<file path="config.mk">
export PLATFORM = sky130hd
export DESIGN_NAME = ama_riscv_imm_enc_flat
export DESIGN_NICKNAME = d
export VERILOG_FILES = /design/src/rtl/ama_riscv_imm_enc_pkg.sv /design/src/rtl/ama_riscv_imm_enc_if.sv /design/src/rtl/ama_riscv_imm_enc_pack.sv /design/src/rtl/ama_riscv_imm_enc.sv /design/src/flat_wrapper.sv
export SDC_FILE = /design/constraint.sdc
export NUM_CORES = 1
export LEC_CHECK = 0
export ABC_AREA = 1
export BUFFER_PORTS_ARGS = -buffer_cell sky130_fd_sc_hd__buf_2
export CAP_MARGIN = 0
export CORE_UTILIZATION = 53
export CTS_CLUSTER_DIAMETER = 60
export DETAILED_ROUTE_END_ITERATION = 8
export PLACE_DENSITY = 0.84
export SYNTH_ARGS = -nofsm -noshare
export SYNTH_HDL_FRONTEND = slang
export SYNTH_SLANG_ARGS = --single-unit
</file>
<file path="constraint.sdc">
create_clock -name clk -period 1.8 [get_ports clk]
set_clock_uncertainty 0.2 [all_clocks]
set_input_delay 0 -clock clk [delete_from_list [all_inputs] [get_ports clk]]
set_output_delay 0 -clock clk [all_outputs]
set_load 0.1 [all_outputs]
</file>
<file path="src/rtl/ama_riscv_imm_enc_pkg.sv">
// Shared immediate-format select encodings, alignment constants and a sign-range helper.
// Latency: n/a (types and functions only).
// Backpressure: n/a.
package ama_riscv_imm_enc_pkg;

    typedef enum logic [2:0] {
        IG_DISABLED = 3'd0,
        IG_I_TYPE   = 3'd1,
        IG_S_TYPE   = 3'd2,
        IG_B_TYPE   = 3'd3,
        IG_J_TYPE   = 3'd4,
        IG_U_TYPE   = 3'd5
    } ig_sel_t;

    localparam int IMM_B_ALIGN = 1;
    localparam int IMM_J_ALIGN = 1;
    localparam int IMM_U_LOW_W = 12;

    // True when v[31:msb] are all equal, i.e. v is a sign extension from bit msb.
    function automatic logic fits_signed(input logic [31:0] v, input int unsigned msb);
        logic [31:0] s;
        s = 32'($signed(v) >>> msb);
        return (s == '0) || (s == '1);
    endfunction

endpackage

</file>
<file path="src/rtl/ama_riscv_imm_enc_if.sv">
// Request/response bundle for the immediate encoder (valid/ready on both sides).
// Latency: n/a (wiring only).
// Backpressure: in_ready/out_ready carry it; no buffering here.
interface ama_riscv_imm_enc_if #(
    parameter int ERR_CNT_W = 16
);
    import ama_riscv_imm_enc_pkg::*;

    logic                 in_valid;
    logic                 in_ready;
    ig_sel_t              sel_in;
    logic [31:0]          imm_in;
    logic [31:7]          tmpl_in;
    logic                 out_valid;
    logic                 out_ready;
    logic [31:7]          d_out;
    logic                 err_out;
    logic [ERR_CNT_W-1:0] err_cnt;

    modport master (
        output in_valid, sel_in, imm_in, tmpl_in, out_ready,
        input  in_ready, out_valid, d_out, err_out, err_cnt
    );

    modport slave (
        input  in_valid, sel_in, imm_in, tmpl_in, out_ready,
        output in_ready, out_valid, d_out, err_out, err_cnt
    );

endinterface

</file>
<file path="src/rtl/ama_riscv_imm_enc_pack.sv">
// Overwrites the selected format's immediate fields in an instruction template and flags out-of-range immediates.
// Latency: purely combinational.
// Backpressure: none; illegal sel encodings pass the template through like IG_DISABLED.
module ama_riscv_imm_enc_pack
    import ama_riscv_imm_enc_pkg::*;
(
    input  ig_sel_t     sel,
    input  logic [31:0] imm,
    input  logic [31:7] tmpl,
    output logic [31:7] d,
    output logic        err
);

    always_comb begin
        d   = tmpl;
        err = 1'b0;
        case (sel)
            IG_I_TYPE: begin
                d[31:20] = imm[11:0];
                err      = !fits_signed(imm, 11);
            end
            IG_S_TYPE: begin
                d[31:25] = imm[11:5];
                d[11:7]  = imm[4:0];
                err      = !fits_signed(imm, 11);
            end
            IG_B_TYPE: begin
                d[31]    = imm[12];
                d[30:25] = imm[10:5];
                d[11:8]  = imm[4:1];
                d[7]     = imm[11];
                err      = !fits_signed(imm, 12) || (imm[IMM_B_ALIGN-1:0] != '0);
            end
            IG_J_TYPE: begin
                d[31]    = imm[20];
                d[30:21] = imm[10:1];
                d[20]    = imm[11];
                d[19:12] = imm[19:12];
                err      = !fits_signed(imm, 20) || (imm[IMM_J_ALIGN-1:0] != '0);
            end
            IG_U_TYPE: begin
                d[31:12] = imm[31:12];
                err      = (imm[IMM_U_LOW_W-1:0] != '0);
            end
            default: begin
                d   = tmpl;
                err = 1'b0;
            end
        endcase
    end

endmodule

</file>
<file path="src/rtl/ama_riscv_imm_enc.sv">
// Immediate encoder pipeline (inverse of the immediate generator); AMA_RISCV_IMM_ENC_ERR_CNT_EN adds a saturating error counter.
// Latency: 2 cycles accept-to-out_valid, 1 request per cycle.
// Backpressure: in_ready follows out_ready combinationally when both stages are full; no skid buffer.
module ama_riscv_imm_enc
    import ama_riscv_imm_enc_pkg::*;
#(
    parameter int ERR_CNT_W = 16
) (
    input logic                   clk,
    input logic                   rst,
    ama_riscv_imm_enc_if.slave    bus
);

    logic        s1_v;
    ig_sel_t     s1_sel;
    logic [31:0] s1_imm;
    logic [31:7] s1_tmpl;

    logic        s2_v;
    logic [31:7] s2_d;
    logic        s2_err;

    logic [31:7] pack_d;
    logic        pack_err;

    logic s2_adv;
    logic s1_adv;

    assign s2_adv      = !s2_v || bus.out_ready;
    assign s1_adv      = !s1_v || s2_adv;
    assign bus.in_ready = s1_adv;

    always_ff @(posedge clk or negedge rst) begin
        if (!rst) begin
            s1_v    <= 1'b0;
            s1_sel  <= IG_DISABLED;
            s1_imm  <= '0;
            s1_tmpl <= '0;
        end else if (s1_adv) begin
            s1_v <= bus.in_valid;
            if (bus.in_valid) begin
                s1_sel  <= bus.sel_in;
                s1_imm  <= bus.imm_in;
                s1_tmpl <= bus.tmpl_in;
            end
        end
    end

    ama_riscv_imm_enc_pack u_pack (
        .sel  (s1_sel),
        .imm  (s1_imm),
        .tmpl (s1_tmpl),
        .d    (pack_d),
        .err  (pack_err)
    );

    // s2 data only loads alongside a valid s1 so a stalled result never changes.
    always_ff @(posedge clk or negedge rst) begin
        if (!rst) begin
            s2_v   <= 1'b0;
            s2_d   <= '0;
            s2_err <= 1'b0;
        end else if (s2_adv) begin
            s2_v <= s1_v;
            if (s1_v) begin
                s2_d   <= pack_d;
                s2_err <= pack_err;
            end
        end
    end

    assign bus.out_valid = s2_v;
    assign bus.d_out     = s2_d;
    assign bus.err_out   = s2_err;

`ifdef AMA_RISCV_IMM_ENC_ERR_CNT_EN
    logic [ERR_CNT_W-1:0] err_cnt_q;

    always_ff @(posedge clk or negedge rst) begin
        if (!rst) begin
            err_cnt_q <= '0;
        end else if (s2_v && bus.out_ready && s2_err && !(&err_cnt_q)) begin
            err_cnt_q <= err_cnt_q + ERR_CNT_W'(1);
        end
    end

    assign bus.err_cnt = err_cnt_q;
`else
    assign bus.err_cnt = '0;
`endif

endmodule

</file>
<file path="src/flat_wrapper.sv">
// flat-port wrapper written by rule: the top's interface ports become plain ports
module ama_riscv_imm_enc_flat import ama_riscv_imm_enc_pkg::*;
#(
    parameter int ERR_CNT_W = 16
)
  (clk, rst, bus_in_valid, bus_sel_in, bus_imm_in, bus_tmpl_in, bus_out_ready, bus_in_ready, bus_out_valid, bus_d_out, bus_err_out, bus_err_cnt);
  ama_riscv_imm_enc_if #(.ERR_CNT_W(ERR_CNT_W)) bus_i ();
  input logic clk;
  input logic rst;
  input wire logic [$bits(bus_i.in_valid)-1:0] bus_in_valid;
  input wire logic [$bits(bus_i.sel_in)-1:0] bus_sel_in;
  input wire logic [$bits(bus_i.imm_in)-1:0] bus_imm_in;
  input wire logic [$bits(bus_i.tmpl_in)-1:0] bus_tmpl_in;
  input wire logic [$bits(bus_i.out_ready)-1:0] bus_out_ready;
  output wire logic [$bits(bus_i.in_ready)-1:0] bus_in_ready;
  output wire logic [$bits(bus_i.out_valid)-1:0] bus_out_valid;
  output wire logic [$bits(bus_i.d_out)-1:0] bus_d_out;
  output wire logic [$bits(bus_i.err_out)-1:0] bus_err_out;
  output wire logic [$bits(bus_i.err_cnt)-1:0] bus_err_cnt;
  assign bus_i.in_valid = bus_in_valid;
  assign bus_i.sel_in = bus_sel_in;
  assign bus_i.imm_in = bus_imm_in;
  assign bus_i.tmpl_in = bus_tmpl_in;
  assign bus_i.out_ready = bus_out_ready;
  assign bus_in_ready = bus_i.in_ready;
  assign bus_out_valid = bus_i.out_valid;
  assign bus_d_out = bus_i.d_out;
  assign bus_err_out = bus_i.err_out;
  assign bus_err_cnt = bus_i.err_cnt;
  ama_riscv_imm_enc #(.ERR_CNT_W(ERR_CNT_W)) u_core (.clk(clk), .rst(rst), .bus(bus_i));
endmodule
</file>
== Word-level counts from Yosys, hierarchy flattened ==
Index checks and enable logic that the tools add are counted.
Widths: inputs -> output; s select.

* Flip-flop bits (word level): 88
* Bits of input ports: 64
* Output and inout port bits: 44
* Word-level logic and storage cells: 40

* Eq/ne operators: 8
* Muxes and demuxes: 5
* Reductions and logical operators: 20

{| class="wikitable"
|+ Operator list
! cell !! count
|-
| $eq 32x32->1 const B || 3
|-
| $logic_not 32->1 || 3
|-
| $pmux 7 s4 || 1
|-
| $pmux 5 s3 || 1
|-
| $reduce_bool 12->1 || 1
|-
| $pmux 5 s2 || 1
|-
| $mux 8 || 1
|-
| $logic_or 1x1->1 || 7
|-
| $eq 3x2->1 const B || 2
|-
| $eq 3x3->1 const B || 2
|-
| $logic_not 1->1 || 5
|-
| $pmux 1 s4 || 1
|-
| $reduce_and 2->1 || 2
|-
| $reduce_or 2->1 || 2
|-
| $eq 3x1->1 const B || 1
|}

== Depth between registers and ports, before layout ==
* Depth in word-level cells: 5
* Gate-level depth with buffers: 12
* Depth with buffers taken out: 12

== Hierarchy ==
From an unflattened synthesis, not the netlist that was laid out.

* Cells, all modules: 577
* Area, all modules: 4,400.5 µm²

{| class="wikitable"
|+ By module, submodules not included
! module !! instances !! cells each !! area an instance (µm²) !! seq. area each (µm²)
|-
| ama_riscv_imm_enc || 1 || 396 || 3,622.2 || 2,202.1
|-
| ama_riscv_imm_enc_pack || 1 || 181 || 778.2 || 0.0
|}

== Worst setup path before layout ==
No wires, ideal clock.

* Kind: flip-flop to flip-flop
* Start: reg u_core.s2_v (netlist: u_core.bus.out_valid)
* End: reg u_core.s1_imm[10]
* Setup time: 0.125 ns
* Data arrival time: 2.966 ns
* Data required time: 1.475 ns
* Path slack: -1.491 ns
* Stages on the path, launching flop included: 5
* Buffers on the path: 1
* Clock period less this slack: 3.291 ns
* Cells stage by stage: dfrtp_1 -> nand3_1 -> nand2_1 -> buf_4 -> mux2_2

* Longest elaborated chain between the ends: 4

{| class="wikitable"
|+ RTL lines
! what !! RTL line !! RTL
|-
| start, declared || ama_riscv_imm_enc.sv:19 || <nowiki>logic s2_v;</nowiki>
|-
| start signal, assigned || ama_riscv_imm_enc.sv:64 || <nowiki>s2_v <= s1_v;</nowiki>
|-
| $logic_not 1->1 || ama_riscv_imm_enc.sv:29 || <nowiki>assign s2_adv = !s2_v || bus.out_ready;</nowiki>
|-
| $logic_or 1x1->1 || ama_riscv_imm_enc.sv:29 ||
|-
| $logic_or 1x1->1 || ama_riscv_imm_enc.sv:30 || <nowiki>assign s1_adv = !s1_v || s2_adv;</nowiki>
|-
| named net bus_in_ready || flat_wrapper.sv:15 || <nowiki>output wire logic [$bits(bus_i.in_ready)-1:0] bus_in_ready;</nowiki>
|-
| $reduce_and 2->1 (no line) || n/a ||
|-
| end signal, assigned || ama_riscv_imm_enc.sv:43 || <nowiki>s1_imm <= bus.imm_in;</nowiki>
|-
| end, declared || ama_riscv_imm_enc.sv:16 || <nowiki>logic [31:0] s1_imm;</nowiki>
|}

The timed path passes the listed nets, and every way through them passes these cells.
A chain may end at the register's enable or synchronous reset.

== Worst setup path in the final report ==
* Start: reg u_core.s2_v (netlist: u_core.bus.out_valid)
* End: reg u_core.s2_d (netlist bit u_core.bus.d_out[14])

* Longest elaborated chain between the ends: 3

{| class="wikitable"
|+ RTL lines
! what !! RTL line !! RTL
|-
| $logic_not 1->1 || ama_riscv_imm_enc.sv:29 ||
|-
| $logic_or 1x1->1 || ama_riscv_imm_enc.sv:29 ||
|-
| $reduce_and 2->1 (no line) || n/a ||
|-
| end signal, assigned || ama_riscv_imm_enc.sv:66 || <nowiki>s2_d <= pack_d;</nowiki>
|-
| end, declared || ama_riscv_imm_enc.sv:20 || <nowiki>logic [31:7] s2_d;</nowiki>
|}

No other way between the ends.

==> reports/metrics.cfg <==
[grt]
grt_max_degree = 89
gr-total-overflow = 0
first_global_vias = 3817
antenna_found_initial = 0
grt_pass1_wl_microns = 17500
grt_usage_pct = 27.3

[detailed_routing]
ant_nets = 0
firstDrtPassIters = 4
detail_route.iter0.violations = 169
drc = 0
wl_microns = 10300
vias = 3600
avgViaCountPerCell = 5.05
wl_per_cell_microns = 14.4

[synth]
ys_seq_area_share_pct = 53.3
ys_types = 26
syn_area_per_cell_sq_um = 9.18
yosys_register_bits = 88
syn_inst = 450
yosysWarnings = 0
syn-cell-area_sq_um = 4130

[floorplanning]
start_util_pct = 55.8
rows = 31
fp.coreArea_sq_um = 7410
dieWidth_microns = 90.3
die_area_sq_um = 8150
ioPinCount = 108
fp.dieH_microns = 90.3

[timing]
setup-tns-final_ps = 0
setup_viol = 0
fmax_mhz = 607
final.period_utilization_pct = 91.6
finalMaxSlewViolations = 0
period_needed_ps = 1650
grt_setup_unrepaired = no
hold_viol = 0

[place]
place_area_sq_um = 4690
gp_congestion = 0.847
io_buffers = 91
hpwl_microns = 6770

[setup_path]
endpoint = u_core.bus.d_out[14]
worst-r2r-setup-slack_ps = 150
required_ps = 1840
r2r-end = u_core.bus.d_out[14]
start_kind = register
startpoint = u_core.bus.out_valid
crit_arrival_ps = 1690
cp-end-kind = register
r2r.worst_path.cells = 6
setup.worst_path.class = register to register
rr_startpoint = u_core.bus.out_valid
crit_fanout = 13

[finish]
syn_to_final_growth_pct = 34.3
final_common_cell = buf_2
diodes = 0
fin_area_sq_um = 5550
drive_gt1_share_pct = 28.3
finish.utilization_pct = 74.9
final_cell_mix = buf_2, dfrtp_1, nand2_1
fillers = 550
nets = 673

[clock_tree]
clkLatencyLatePin_ps = 360
cts_tree = built
cts_max_level = 3
cts_buffers = 9
root_buffer = clkbuf_8
clockBufferDepth = 2
clk_pin_slew_ps = 80
cts.sinks = 88

[run]
maxCapViolations = 0

[worst_hold_path]
worstHoldPathType = input port to asynchronous set/reset pin

[pwr]
peakVddDrop_v = 0.00126
power_density_nw_per_um2 = 1390
p_leak_nw = 2.70

[run_status]
outcome = complete, no violations

==> critical path: stages (launching register included) <==
cell and delay, ps:
dfrtp_4 440, nand2_1 70, nand2_1 130, clkinvlp_4 280, buf_4 270, nor2_1 80
a21oi_1 60
==> kinds of logic (layout without fill, tap and decap cells) <==
logic type / count (synthesis) / in the layout / synth area share [%]
flops: 88 / 88 / 53.3
other cells: 1 / 16 / 0.0908
mux: 33 / 33 / 8.99
simple gates: 169 / 169 / 17.6
buf+inv: 70 / 219 / 8.93
compound gates: 89 / 89 / 11.1
==> cell usage after synthesis <==
| cell type | count | area (sq um) |
|---|---|---|
| buf_4 | 21 | 158 |
| inv_2 | 6 | 22.5 |
| dfrtp_1 | 88 | 2200 |
| nand3_2 | 2 | 20.0 |
| nand4_1 | 3 | 18.8 |
| nor2_1 | 69 | 259 |
| nor2_2 | 2 | 12.5 |
| o22ai_1 | 6 | 37.5 |
| a21oi_1 | 51 | 255 |
| conb_1 | 1 | 3.75 |
| nand2_4 | 4 | 45.0 |
| clkinv_4 | 1 | 8.76 |
| buf_6 | 2 | 22.5 |
| o2111ai_1 | 1 | 8.76 |
| o21ai_0 | 15 | 75.1 |
| nand2_2 | 3 | 18.8 |
| o21ai_1 | 16 | 80.1 |
| nand3_1 | 5 | 25.0 |
| nand2_1 | 78 | 293 |
| nor3_1 | 1 | 5.00 |
| nor2_4 | 1 | 11.3 |
| nor2_8 | 1 | 20.0 |
| buf_2 | 6 | 30.0 |
| mux2_2 | 33 | 372 |
| inv_1 | 31 | 116 |
| clkbuf_1 | 3 | 11.3 |
==> final cells by class <==
cell class | count | area (sq um) | area share (%)
sequential | 88 | 2210 | 39.8
tap | 99 | 124 | 2.23
timing repair buffer | 165 | 1210 | 21.8
multi-input combinational | 307 | 1650 | 29.7
inverter | 38 | 151 | 2.73
clock inverter | 6 | 83.8 | 1.51
clock buffer | 10 | 128 | 2.30
==> registers in the layout, summed over array words and instances, names as in the netlist <==
register	flops
u_core.bus.out_valid	1
u_core.bus.err_out	1
u_core.bus.d_out	25
u_core.s1_v	1
u_core.s1_tmpl	25
u_core.s1_imm	32
u_core.s1_sel	3
==> metrics by stage <==
step                      setup WS, ps  hold slack, ps  instances  power [mW]
after floorplan                   -205            -496        465        5.52
after global placement             180            -130        634        6.09
after detailed placement           110            -123        634        6.16
after CTS                         31.0            30.6        714        7.72
after global routing              15.7            75.7        713        8.05
final                              152            39.7        713        7.72
==> per-layer routing <==
layer  wire (microns)  global-route usage [%]  vias to the layer above  share of wire, %
met3              422                    4.46                       12               4.1
li1                 -                       -                     1744                 -
met5                0                       0                        -                 0
met2             5280                    48.4                      110                51
met1             4420                    33.8                     1734                43
met4              144                    9.27                        0               1.4
==> report_power, final <==
part	switching (mW)	internal [mW]
Combinational	2.78	0.755
Sequential	0.297	2.42
Clock	0.681	0.777
==> what timing repair did <==
action | 4_1_cts | 5_1_grt
resized for setup | 0 | 2
buffers inserted | 0 | 0
endpoints found under the hold margin | 150 | 0
hold buffers | 64 | 0
setup endpoints to repair | 0 | 4
==> how the worst min path moves through the flow <==
stage / to / slack (ps) / depth (start not counted) / from
finish: u_core.bus.out_valid / 40 / 3 / rst
global route: u_core.bus.out_valid / 80 / 3 / rst
CTS: u_core.bus.out_valid / 30 / 3 / rst
detailed placement: u_core.bus.out_valid / -120 / 2 / rst
global placement: u_core.bus.out_valid / -130 / 2 / rst
floorplan: u_core.bus.d_out[10] / -500 / 0 / rst
(Power assumes the default switching activity.)
